==> src/rtl/serial_rx_package.sv <==
// serial_rx_package: 8N1 UART receiver assembling 2**AddressWidth words (highest first) into one packet.
// Define SERIAL_RX_PACKAGE_TIMEOUT_EN to discard partial packets after TimeoutBits idle bit periods.
module serial_rx_package #(
    parameter int AddressWidth     = 2,
    parameter int WordWidth        = 8,
    parameter int SerialTimerWidth = 8,
    parameter int TimeoutBits      = 16
) (
    input  logic                                  clk,
    input  logic                                  rst,
    input  logic                                  rx,
    output logic [2**AddressWidth*WordWidth-1:0]  data,
    output logic                                  valid,
    output logic                                  busy,
    output logic                                  error
);
    localparam int DataWidth = 2**AddressWidth*WordWidth;
    localparam int BitCountWidth = $clog2(WordWidth + 1);
    localparam logic [SerialTimerWidth-1:0] HalfPeriod = SerialTimerWidth'(2**(SerialTimerWidth-1) - 1);
    localparam logic [SerialTimerWidth-1:0] FullPeriod = '1;

    if (SerialTimerWidth < 2 || TimeoutBits < 1) begin : gBadParams
        $error("serial_rx_package: SerialTimerWidth must be >= 2 and TimeoutBits >= 1");
    end

    typedef enum logic [1:0] {IDLE, START, DATA, STOP} stateType;

    stateType                    state;
    logic                        rxMeta, rxs, rxsPrev;
    logic [SerialTimerWidth-1:0] timer;
    logic [BitCountWidth-1:0]    bitCount;
    logic [WordWidth-1:0]        shiftReg;
    logic [AddressWidth-1:0]     wordCount;
    logic [AddressWidth-1:0]     slot;
    logic [DataWidth-1:0]        assembly, nextAssembly;
    logic                        startEdge, tick;

`ifdef SERIAL_RX_PACKAGE_TIMEOUT_EN
    localparam int IdleWidth = $clog2(TimeoutBits) + SerialTimerWidth + 1;
    localparam logic [IdleWidth-1:0] IdleLimit = IdleWidth'(TimeoutBits * 2**SerialTimerWidth - 1);
    logic [IdleWidth-1:0] idleCount;
`endif

    assign startEdge = rxsPrev & ~rxs;
    assign tick = timer == '0;
    assign busy = (state != IDLE) || (wordCount != '0);
    // Slot Words-1-wordCount is simply the bitwise inverse of wordCount.
    assign slot = ~wordCount;

    always_comb begin
        nextAssembly = assembly;
        nextAssembly[int'(slot)*WordWidth +: WordWidth] = shiftReg;
    end

    always_ff @(posedge clk or posedge rst) begin
        if (rst) begin
            state     <= IDLE;
            rxMeta    <= 1'b1;
            rxs       <= 1'b1;
            rxsPrev   <= 1'b1;
            timer     <= '0;
            bitCount  <= '0;
            shiftReg  <= '0;
            wordCount <= '0;
            assembly  <= '0;
            data      <= '0;
            valid     <= 1'b0;
            error     <= 1'b0;
`ifdef SERIAL_RX_PACKAGE_TIMEOUT_EN
            idleCount <= '0;
`endif
        end else begin
            rxMeta  <= rx;
            rxs     <= rxMeta;
            rxsPrev <= rxs;
            valid   <= 1'b0;
            error   <= 1'b0;
            timer   <= timer - 1'b1;
            case (state)
                IDLE: if (startEdge) begin
                    state <= START;
                    timer <= HalfPeriod;
                end
                START: if (tick) begin
                    state    <= rxs ? IDLE : DATA;
                    timer    <= FullPeriod;
                    bitCount <= '0;
                end
                DATA: if (tick) begin
                    shiftReg <= {rxs, shiftReg[WordWidth-1:1]};
                    timer    <= FullPeriod;
                    bitCount <= bitCount + 1'b1;
                    if (bitCount == BitCountWidth'(WordWidth - 1)) state <= STOP;
                end
                STOP: if (tick) begin
                    state <= IDLE;
                    if (rxs) begin
                        assembly  <= nextAssembly;
                        wordCount <= wordCount + 1'b1;
                        if (&wordCount) begin
                            data  <= nextAssembly;
                            valid <= 1'b1;
                        end
                    end else begin
                        error     <= 1'b1;
                        wordCount <= '0;
                    end
                end
                default: state <= IDLE;
            endcase
`ifdef SERIAL_RX_PACKAGE_TIMEOUT_EN
            // A start edge leaves IDLE, so it always beats a coincident timeout.
            if (state != IDLE || wordCount == '0 || startEdge) begin
                idleCount <= '0;
            end else if (idleCount == IdleLimit) begin
                idleCount <= '0;
                wordCount <= '0;
                error     <= 1'b1;
            end else begin
                idleCount <= idleCount + 1'b1;
            end
`endif
        end
    end
endmodule

==> config.mk <==
export PLATFORM = sky130hd
export DESIGN_NAME = serial_rx_package
export DESIGN_NICKNAME = d
export VERILOG_FILES = /design/src/rtl/serial_rx_package.sv
export SDC_FILE = /design/constraint.sdc
export NUM_CORES = 1
export LEC_CHECK = 0
export ABC_AREA = 1
export CORE_AREA = 2 2 119 98
export DETAILED_ROUTE_END_ITERATION = 10
export DIE_AREA = 0 0 121 100
export SLEW_MARGIN = 0
export SYNTH_ARGS = -nofsm -noshare
export SYNTH_HDL_FRONTEND = slang
export SYNTH_SLANG_ARGS = --single-unit
==> constraint.sdc <==
create_clock -name clk -period 3.2 [get_ports clk]
set_input_delay 0.32 -clock clk [delete_from_list [all_inputs] [get_ports clk]]
set_output_delay 0.32 -clock clk [all_outputs]
set_load 0.02 [all_outputs]
==> impl_metrics.tcl, run 1 <==
set metrics [dict create \
    status "complete, no violations" \
    drc 0 \
    crit_arrival_ns 2.32 \
    routed_via_density 4.79 \
    cts_resized 0 \
    worstSetupPathType "flop to output port" \
    topRoutingLayerUsed "met4" \
    hp-class "input port to asynchronous set/reset pin" \
    synth_largest_area_cell "dfrtp_1" \
    synth-seq-cells 93 \
    p_leak_nw 2.40 \
    clock-sinks 93 \
    crit_fanout 18 \
    start_kind "flop" \
    wl_met2_um 3920 \
    maxSlewViolCount 0 \
    synth_ff_type "dfrtp_1" \
    tritoncts "built" \
    end_kind "output port" \
    final.setup.worst_slack_ns 0.555 \
    cts_inserted_buffers 9 \
    die_h_um 100 \
    cap_violations 0 \
    rows 35 \
    min_period_over_period 0.826 \
    worstPathRequired_ns 2.88 \
    grt_max_degree 41 \
    finalSetupViolCount 0 \
    min_period_ns 2.64 \
    powerDensity_nw_per_um2 631 \
    synth_top_area_frac 0.526 \
    syn_nets 532 \
    ys_top_cells_by_count "nand2_1 (175), dfrtp_1 (90), inv_1 (62)" \
    grt_pass1_wl_um 15600 \
    num_vias 3364 \
    met3_length_um 313 \
    post_cts_buffers 0 \
    ant_nets 0 \
    tns_ns 0 \
    pin_count 38 \
    skew_ns 0.00614 \
    synth_cells 517 \
    die_area_um2 12100 \
    synthDistinctLibCells 25 \
    diodes 0 \
    first_pass_iters 4 \
    dieWidth_um 121 \
    start_util 0.387 \
    layout-drive-gt1-share 0.0577 \
    drtIter0Drc 200 \
    relSlewSlack 0.598 \
    yosysWarnings 0 \
    syn_area_per_cell_um2 8.29 \
    grt_setup_unrepaired "false" \
    area_delta_synth_final_pct 19.2 \
    grt_pass1_vias 3237 \
    grt.overflow.total 0 \
    final_nets 565 \
    cts_max_level 3 \
    max_clock_freq_mhz 378 \
    antenna_found_initial 0 \
    clock_path_buffers 2 \
    final_util 0.461 \
    core_area_um2 11100 \
    max_slew.worst_pin.slew_ns 0.603 \
    final_cell_area_um2 5110 \
    placed_area_um2 4780 \
    cts_root_buffer "clkbuf_16" \
    dp_hpwl_um 6180 \
    synth-edff-count 0 \
    grt_util_all_layers 0.162 \
    pre_cts_ws_ns 0.790 \
    ir_drop_uv 560 \
    met1_length_um 4520 \
    clk_pin_slew_ns 0.07 \
    synthTopCellsByArea "dfrtp_1 (53%), nand2_1 (15%), o21ai_0 (5.8%)" \
    yosysMostFrequentCell "nand2_1" \
    netlist_area_um2 4280 \
    p_total_mw 3.22 \
    wl_um 8870 \
    gp_congestion 0.782 \
    yosysSeqAreaShare 0.544 \
    routedWlPerCell_um 12.6 \
    postSynth.asyncResetShare 1.00 \
    ctsHoldBuffers 0 \
    clk_latency_ns 0.34 \
    final_hold_viol_count 0 \
    numPortBuffers 37 \
]
-- routing by layer --
metal  up-vias  track usage
met5         -            0
met2        63        0.239
li1       1706            -
met4         0       0.0474
met3        10       0.0369
met1      1585        0.238
-- worst max-delay path, stage by stage, from the launching register on --
cell,delay (ns)
dfrtp_1,0.70
inv_1,0.31
ha_1,0.29
nand2_1,0.09
clkdlybuf4s50_1,0.60
-- stage by stage --
stage,hold slack (ns),cells
finish,0.356,703
global route,0.360,703
CTS,0.358,703
detailed placement,0.349,687
global placement,0.349,687
floorplan,0.324,517
-- area by class of cell --
| cell class | instances | area, µm² |
|---|---|---|
| fill | 1094 | 5970 |
| sequential | 93 | 2330 |
| clock inverter | 6 | 86.3 |
| multi-input combinational | 341 | 1610 |
| tap | 148 | 185 |
| inverter | 64 | 241 |
| timing repair buffer | 41 | 413 |
| clock buffer | 10 | 239 |
-- registers in the layout, summed over array words and instances, names as in the netlist, named ones only --
| register | count |
|---|---|
| shiftReg | 8 |
| error | 1 |
| assembly | 32 |
| bitCount | 4 |
| state | 1 |
| data | 32 |
| rxs | 1 |
| rxMeta | 1 |
| rxsPrev | 1 |
| valid | 1 |
| timer | 8 |
| wordCount | 2 |
-- kinds of logic (layout without fill, tap and decap cells) --
logic type | Yosys count | count (layout) | share of synthesized area
compound gates | 95 | 95 | 0.119
xor+xnor | 2 | 2 | 0.00409
fa+ha+maj | 12 | 12 | 0.0350
buf+inv | 83 | 121 | 0.0797
flops | 93 | 93 | 0.544
simple gates | 232 | 232 | 0.218
-- worst paths after layout --
check | start | to | slack [ns] | cells past startpoint
worst max-delay path | wordCount[0] | busy | 0.56 | 4
worst min-delay path | rst | data[14] | 0.36 | 2
worst max register to register | wordCount[0] | assembly[21] | 0.75 | 8
worst min register to register | rxMeta | rxs | 0.36 | 0
max in group asynchronous | rst | assembly[0] | 2.17 | 3
min in group clk | rxMeta | rxs | 0.36 | 0
-- cell usage in the layout (no fill, tap or decap), drive strengths merged --
master and instances:
nand2 177, dfrtp 90, inv 63, o21ai 58, clkdlybuf4s50 37, nor2 27, o22ai 24, nand3 24
ha 12, a21oi 11, clkbuf 10, clkinv 4, buf 4, dfstp 3, nor3 2, a31oi 2
bufinv 2, or2 1, xnor2 1, xor2 1, nand4 1, clkinvlp 1
-- power breakdown --
group | switching (mW) | total [mW] | internal (mW)
combinational | 0.476 | 0.715 | 0.238
sequential | 0.101 | 1.36 | 1.26
clock | 0.441 | 1.14 | 0.704
total | 1.02 | 3.22 | 2.21
Power figures use the tool's default switching activity.
==> run 2: changes to the inputs <==
==> constraint.sdc (replaced) <==
create_clock -name clk -period 2.2 [get_ports clk]
set_input_delay 0.22 -clock clk [delete_from_list [all_inputs] [get_ports clk]]
set_output_delay 0.22 -clock clk [all_outputs]
set_load 0.02 [all_outputs]
==> impl_metrics.tcl, run 2 (synthesis gave the netlist of run 1 again) <==
set metrics [dict create \
    grt_setup_unrepaired "false" \
    crit_arrival_ns 1.78 \
    top_regs "assembly: 32 flops, data: 32 flops" \
    powerDensity_nw_per_um2 891 \
    clk_pin_slew_ns 0.06 \
    placed_area_um2 4860 \
    grt.overflow.total 0 \
    drc 0 \
    cts_root_buffer "clkbuf_16" \
    p_leak_nw 2.42 \
    worstPathRequired_ns 1.98 \
    cts_inserted_buffers 9 \
    busiest_layer "met2" \
    start_util 0.387 \
    grtUsageMet3 0.0398 \
    cpLargestDelayFamily "buffers and inverters" \
    die_h_um 100 \
    max_clock_freq_mhz 499 \
    drtIter0Drc 232 \
    ir_drop_uv 458 \
    final.setup.worst_slack_ns 0.197 \
    use_met2 0.254 \
    ant_nets 0 \
    grt_pass1_wl_um 15900 \
    pin_count 38 \
    gp_congestion 0.809 \
    num_vias 3318 \
    maxSlewViolCount 0 \
    min_period_ns 2.00 \
    start_kind "flop" \
    final_nets 572 \
    crit_fanout 7 \
    critPathSlowestCell "clkdlybuf4s50_1" \
    pre_cts_ws_ns 0.245 \
    grt_pass1_vias 3298 \
    core_area_um2 11100 \
    dieWidth_um 121 \
    tritoncts "built" \
    p_total_mw 4.60 \
    antenna_found_initial 0 \
    end_kind "output port" \
    skew_ns 0.00745 \
    final_hold_viol_count 0 \
    wl_um 8920 \
    clock-sinks 93 \
    worstSetupPathType "flop to output port" \
    cts_resized 0 \
    area_delta_synth_final_pct 20.4 \
    ctsHoldBuffers 0 \
    first_pass_iters 4 \
    max_slew.worst_pin.slew_ns 0.516 \
    min_period_over_period 0.911 \
    grt_util_all_layers 0.164 \
    layout-drive-gt1-share 0.0658 \
    hp-class "input port to asynchronous set/reset pin" \
    post-place-cells 694 \
    stdcell_count 710 \
    status "complete, no violations" \
    cap_violations 0 \
    rows 35 \
    met1_usage 0.231 \
    post_cts_buffers 0 \
    diodes 0 \
    routed_via_density 4.67 \
    finalSetupViolCount 0 \
    layout_common_cells "nand2_1 (175), dfrtp_1 (90), inv_1 (61)" \
    crit_chain "inv_1, buf_4, ha_1, nand2_1, clkdlybuf4s50_1" \
    die_area_um2 12100 \
    grt_max_degree 52 \
    final_cell_area_um2 5160 \
    routedWlPerCell_um 12.6 \
    tns_ns 0 \
    max_stage_delay_ns 0.60 \
    layout_commonest_cell "nand2_1" \
    critPathBufInv 3 \
    relSlewSlack 0.656 \
    numPortBuffers 37 \
    cts_max_level 3 \
    clock_path_buffers 2 \
    dp_hpwl_um 6300 \
    clk_latency_ns 0.34 \
]
[run 2: cell types whose count changed in the layout (fill, tap and decap cells not counted)]
cell,previous run,this run
buf_4,3,8
buf_12,1,3
clkbuf_1,0,2
bufinv_16,2,1
clkinv_2,3,2
clkinv_4,1,0
clkinvlp_4,1,2
[run 2: path summary, 6_finish.rpt]
check | start | to | slack (ns) | depth (start not counted)
setup / recovery | wordCount[0] | busy | 0.20 | 5
hold / removal | rst | data[13] | 0.25 | 2
max in group asynchronous | rst | rxsPrev | 1.36 | 3
min in group clk | rx | rxMeta | 0.29 | 1
setup reg to reg | timer[0] | bitCount[3] | 0.23 | 8
hold reg to reg | rxMeta | rxs | 0.35 | 0
[run 2: where the power goes]
| part | switching, mW | leakage (nW) | internal, mW |
|---|---|---|---|
| registers | 0.112 | 1.27 | 1.84 |
| logic | 0.736 | 1.00 | 0.384 |
| clock network | 0.617 | 0.143 | 0.908 |
[run 2: worst reg2reg max path, delay by kind of cell, from the launching register on]
family / cells / cell delay, ns
DFF: 1 / 0.38
buffers and inverters: 2 / 0.30
AOI/OAI and AO/OA: 2 / 0.44
adders and majority gates: 1 / 0.21
and+or+nand+nor: 3 / 0.50
[run 2: layer usage]
metal | share of wire | vias to the layer above
li1 | - | 1718
met1 | 0.50 | 1550
met2 | 0.45 | 45
met3 | 0.041 | 5
met4 | 0.0043 | 0
met5 | 0 | -
[run 2: final cells by class]
class | instances | area [µm²]
fillers | 1087 | 5920
flip-flops and latches | 93 | 2330
multi-input cells | 341 | 1610
repair buffers | 48 | 490
clock buffers | 12 | 246
inverters | 64 | 244
well taps | 148 | 185
clock inverters | 4 | 47.5
[run 2: stage by stage]
| stage | util | hold WS [ns] |
|---|---|---|
| after global placement | 0.439 | 0.346 |
| after floorplan | - | 0.224 |
| after global routing | 0.465 | 0.277 |
| after detailed placement | 0.439 | 0.347 |
| after CTS | 0.465 | 0.254 |
| final | 0.465 | 0.247 |
==> RTL change 1, RTL diff (config.mk and constraints of run 2) <==
Compare `bitCount` against `BitCountWidth'(WordWidth - 1)` with >= in place of ==.
--- a/src/rtl/serial_rx_package.sv
+++ b/src/rtl/serial_rx_package.sv
@@ -92,3 +92,3 @@
                     bitCount <= bitCount + 1'b1;
-                    if (bitCount == BitCountWidth'(WordWidth - 1)) state <= STOP;
+                    if (bitCount >= BitCountWidth'(WordWidth - 1)) state <= STOP;
                 end
Behaviour: same outputs for any inputs over 10 cycles, from zero or initial values and one cycle with rst high; that may be too few to reach the edited logic, so the function may still have changed.
==> RTL change 1 against run 2 <==
Sequential cell count stayed put. Count of clock-buffer cells in the layout down 3. Synthesized area is 8.0% higher. Setup slack lost 57 ps. Routed wire length increased by 7.0%. Clock power increased by 7%. Core utilization rose by 2.1 points. Design area increased by 4.5%. Power is 2.0% higher. Synthesized cell count down 2.3%. Combinational power decreased by 4%. Largest cell class unchanged. Highest routed layer unchanged.
==> RTL change 1: results (changes against run 2) <==
| Metric | Value |
|---|---|
| Outcome | `finished, final reports clean` |
| Clkbuf count | `9 (-3)` |
| Layout Nets | `555 (-3.0%)` |
| Clk. pwr | `1640 µW (+7%)` |
| Drt initial violations | `195 (-16%)` |
| Syn Inst Count | `505 (-2.3%)` |
| Sequential share of cell area | `0.4329 (-0.01919)` |
| Multi-Input Combinational | `329 (-3.5%)` |
| Post-Synth Adder-Cell Area | `0.03516 (+0.0001169)` |
| Largest cells by area after synthesis | `dfrtp_1 (49%), nand2_1 (9.3%), o21ai_2 (5.3%)` |
| GR Util All Layers | `0.1788 (+0.01499)` |
| Pin count of the biggest net entering global routing | `67 (+29%)` |
| Synth Area in XOR/XNOR | `0.01136 (+0.007272)` |
| Sequential share of the synthesized area | `0.5039 (-0.04018)` |
| Placer Congestion | `0.8199 (+1.4%)` |
| WL/cell | `13.80 µm (+9.8%)` |
| Post-place setup slack | `187.3 ps (-57.85 ps)` |
| Clock Skews | `8.446 ps (+1.001 ps)` |
| Inverters | `60 (-6.3%)` |
| Leak Pwr | `0.002533 µW (+4.8%)` |
| Share of cells above drive strength 1 | `0.1820 (+0.1161)` |
| Post-synth cell types | `32 (+28%)` |
| Worst vdd rail ir drop | `0.5269 mV (+15%)` |
| Metal3 WL | `350 µm (-4.4%)` |
| First-pass GRT wire length | `17,060 µm (+7.6%)` |
RTL change 1: kinds of logic after synthesis:
group	count (synthesis)
simple gates	222
buf+inv	83
flops	93
fa+ha+maj	13
compound gates	88
xor+xnor	6
RTL change 1: what timing repair did:
action / in CTS / in global routing
buffers inserted: 0 / 1
resized for setup: 0 / 1
endpoints found under the setup margin: 0 / 24
RTL change 1: path summary, 6_finish.rpt:
| check | start | endpoint | slack, ps | depth (start not counted) |
|---|---|---|---|---|
| max in group asynchronous | rst | rxMeta | 1310 | 3 |
| max reg2reg | wordCount[0] | assembly[28] | 260 | 7 |
| min in group clk | rx | rxMeta | 280 | 1 |
| min reg2reg | rxMeta | rxs | 360 | 0 |
| max | wordCount[0] | busy | 140 | 4 |
| min | rst | data[18] | 230 | 2 |
RTL change 1: critical path, cell delays in order, from the launching register on:
cell,delay [ps]
dfrtp_2,430
inv_1,140
ha_1,250
nand2_1,90
clkdlybuf4s50_1,600
==> RTL change 2, RTL diff (config.mk and constraints of run 2) <==
Without the edit above. `AddressWidth`: 2 -> 1. Comments in the files are not updated.
--- a/src/rtl/serial_rx_package.sv
+++ b/src/rtl/serial_rx_package.sv
@@ -3,3 +3,3 @@
 module serial_rx_package #(
-    parameter int AddressWidth     = 2,
+    parameter int AddressWidth     = 1,
     parameter int WordWidth        = 8,
Ports: changed (resized data); port bits go from 38 to 22. No check against the original RTL was run, so the function may have changed too.
==> RTL change 2 against run 2 <==
Power shrank 41%. Routed wire length down 52%. Sequential cell count decreased by 41. Design area fell by 46%. Core utilization decreased by 21 points. Die area stayed put. Synthesized area shrank 47%. Critical path depth is 1 lower. Fmax increased by 1.6%. Setup slack gained 31 ps. Synthesized cell count fell by 53%. Count of clock-buffer cells in the layout down 7. Non-clock buffer count is 24 lower.
==> RTL change 2: results (changes against run 2) <==
| Metric | Value |
|---|---|
| Outcome | `finished, final reports clean` |
| First-pass GRT wire length | `7438 µm (-53%)` |
| GR Util All Layers | `0.07599 (-0.08782)` |
| Sequential share of the synthesized area | `0.5718 (+0.02772)` |
| Post-route cell area | `2796 µm² (-46%)` |
| Switching share of total power | `0.3398 (+0.02105)` |
| Clock Skews | `4.224 ps (-3.221 ps)` |
| Post-Synth Adder-Cell Area | `0.03838 (+0.003330)` |
| Sequential share of cell area | `0.4667 (+0.01459)` |
| Worst EP arrival | `1750 ps (-30 ps)` |
| Pwr Density | `974.6 nW/µm² (+9.3%)` |
| Max Fanout on Critical Path | `5 (-2)` |
| Worst skew pair latency | `290 ps (-50 ps)` |
| Commonest cells in the synthesized netlist | `nand2_1 (74), dfrtp_1 (49), inv_1 (24), o21ai_0 (21), nor2_1 (17)` |
| Placed inst area | `2644 µm² (-46%)` |
| Leak Pwr | `0.001294 µW (-46%)` |
| Clk cell area share | `0.05459 (-0.002439)` |
| Dpl cells | `409 (-41%)` |
| Layout Nets | `278 (-51%)` |
| WL/cell | `10.30 µm (-18%)` |
| Hold slack | `293.7 ps (+46.65 ps)` |
| Port Buffers | `21 (-43%)` |
| Net count after synthesis | `253 (-52%)` |
| Share of cells above drive strength 1 | `0.1115 (+0.04569)` |
| Vias | `1,577 (-52%)` |
| Pin count of the biggest net entering global routing | `26 (-50%)` |
| Multi-input combinational area share | `0.2957 (-0.01680)` |
| Non-clock buffers | `24 (-50%)` |
| CTS resizes | `0 (unchanged)` |
| HPWL after DPL | `3121 µm (-50%)` |
| Worst slew pin tran | `497.9 ps (-18.45 ps)` |
| Post-place setup slack | `433.8 ps (+188.7 ps)` |
| Compound-Gate Fraction of Synth Area | `0.09814 (-0.02044)` |
| H-tree levels | `2 (-1)` |
| Synth Area in XOR/XNOR | `0.02303 (+0.01894)` |
| Share of power burned in registers | `0.437 (+0.013)` |
| Largest cells by area after synthesis | `dfrtp_1 (54%), nand2_1 (12%), o21ai_0 (4.6%)` |
| Vias/cell | `3.782 (-19%)` |
| Placer Congestion | `0.8273 (+2.3%)` |
| Shortest period the worst path allows | `1972 ps (-31.16 ps)` |
| Final non-clock buffer share | `0.08322 (-0.01190)` |
| Inverters | `25 (-61%)` |
| Drt initial violations | `88 (-62%)` |
| Vias in the first global route | `1,523 (-54%)` |
| Worst reg2reg setup slack | `420 ps (+190 ps)` |
| Clk root buf | `clkbuf_16` |
| CP max stage delay | `600 ps (about the same)` |
| Post-synthesis register bit count | `52 (-44%)` |
RTL change 2: cell types whose count changed after synthesis, sizes merged, moves of 2 or more:
cell           run 2  this run
nand3             24         5
o21ai             58        37
xor2               1         5
a31oi              2         0
inv               64        24
o22ai             24         0
buf               11         5
nor2              27        20
dfrtp             90        49
nand2            177        79
a21oi             11         1
ha                12         7
clkbuf             8         1
RTL change 2: per-layer routing:
metal / GRT usage / share of wire / up-vias
li1: - / - / 811
met3: 0.01477 / 0.033 / 5
met1: 0.1105 / 0.53 / 740
met2: 0.1111 / 0.43 / 21
met4: 0.02952 / 0.013 / 0
met5: 0 / 0 / -
RTL change 2: final timing paths:
path / start / end / cells past startpoint
min: rst / bitCount[3] / 2
max reg2reg: timer[0] / data[15] / 10
min reg2reg: rxMeta / rxs / 0
max in group asynchronous: rst / data[8] / 3
max: state[0] / busy / 4
min in group clk: rxMeta / rxs / 0
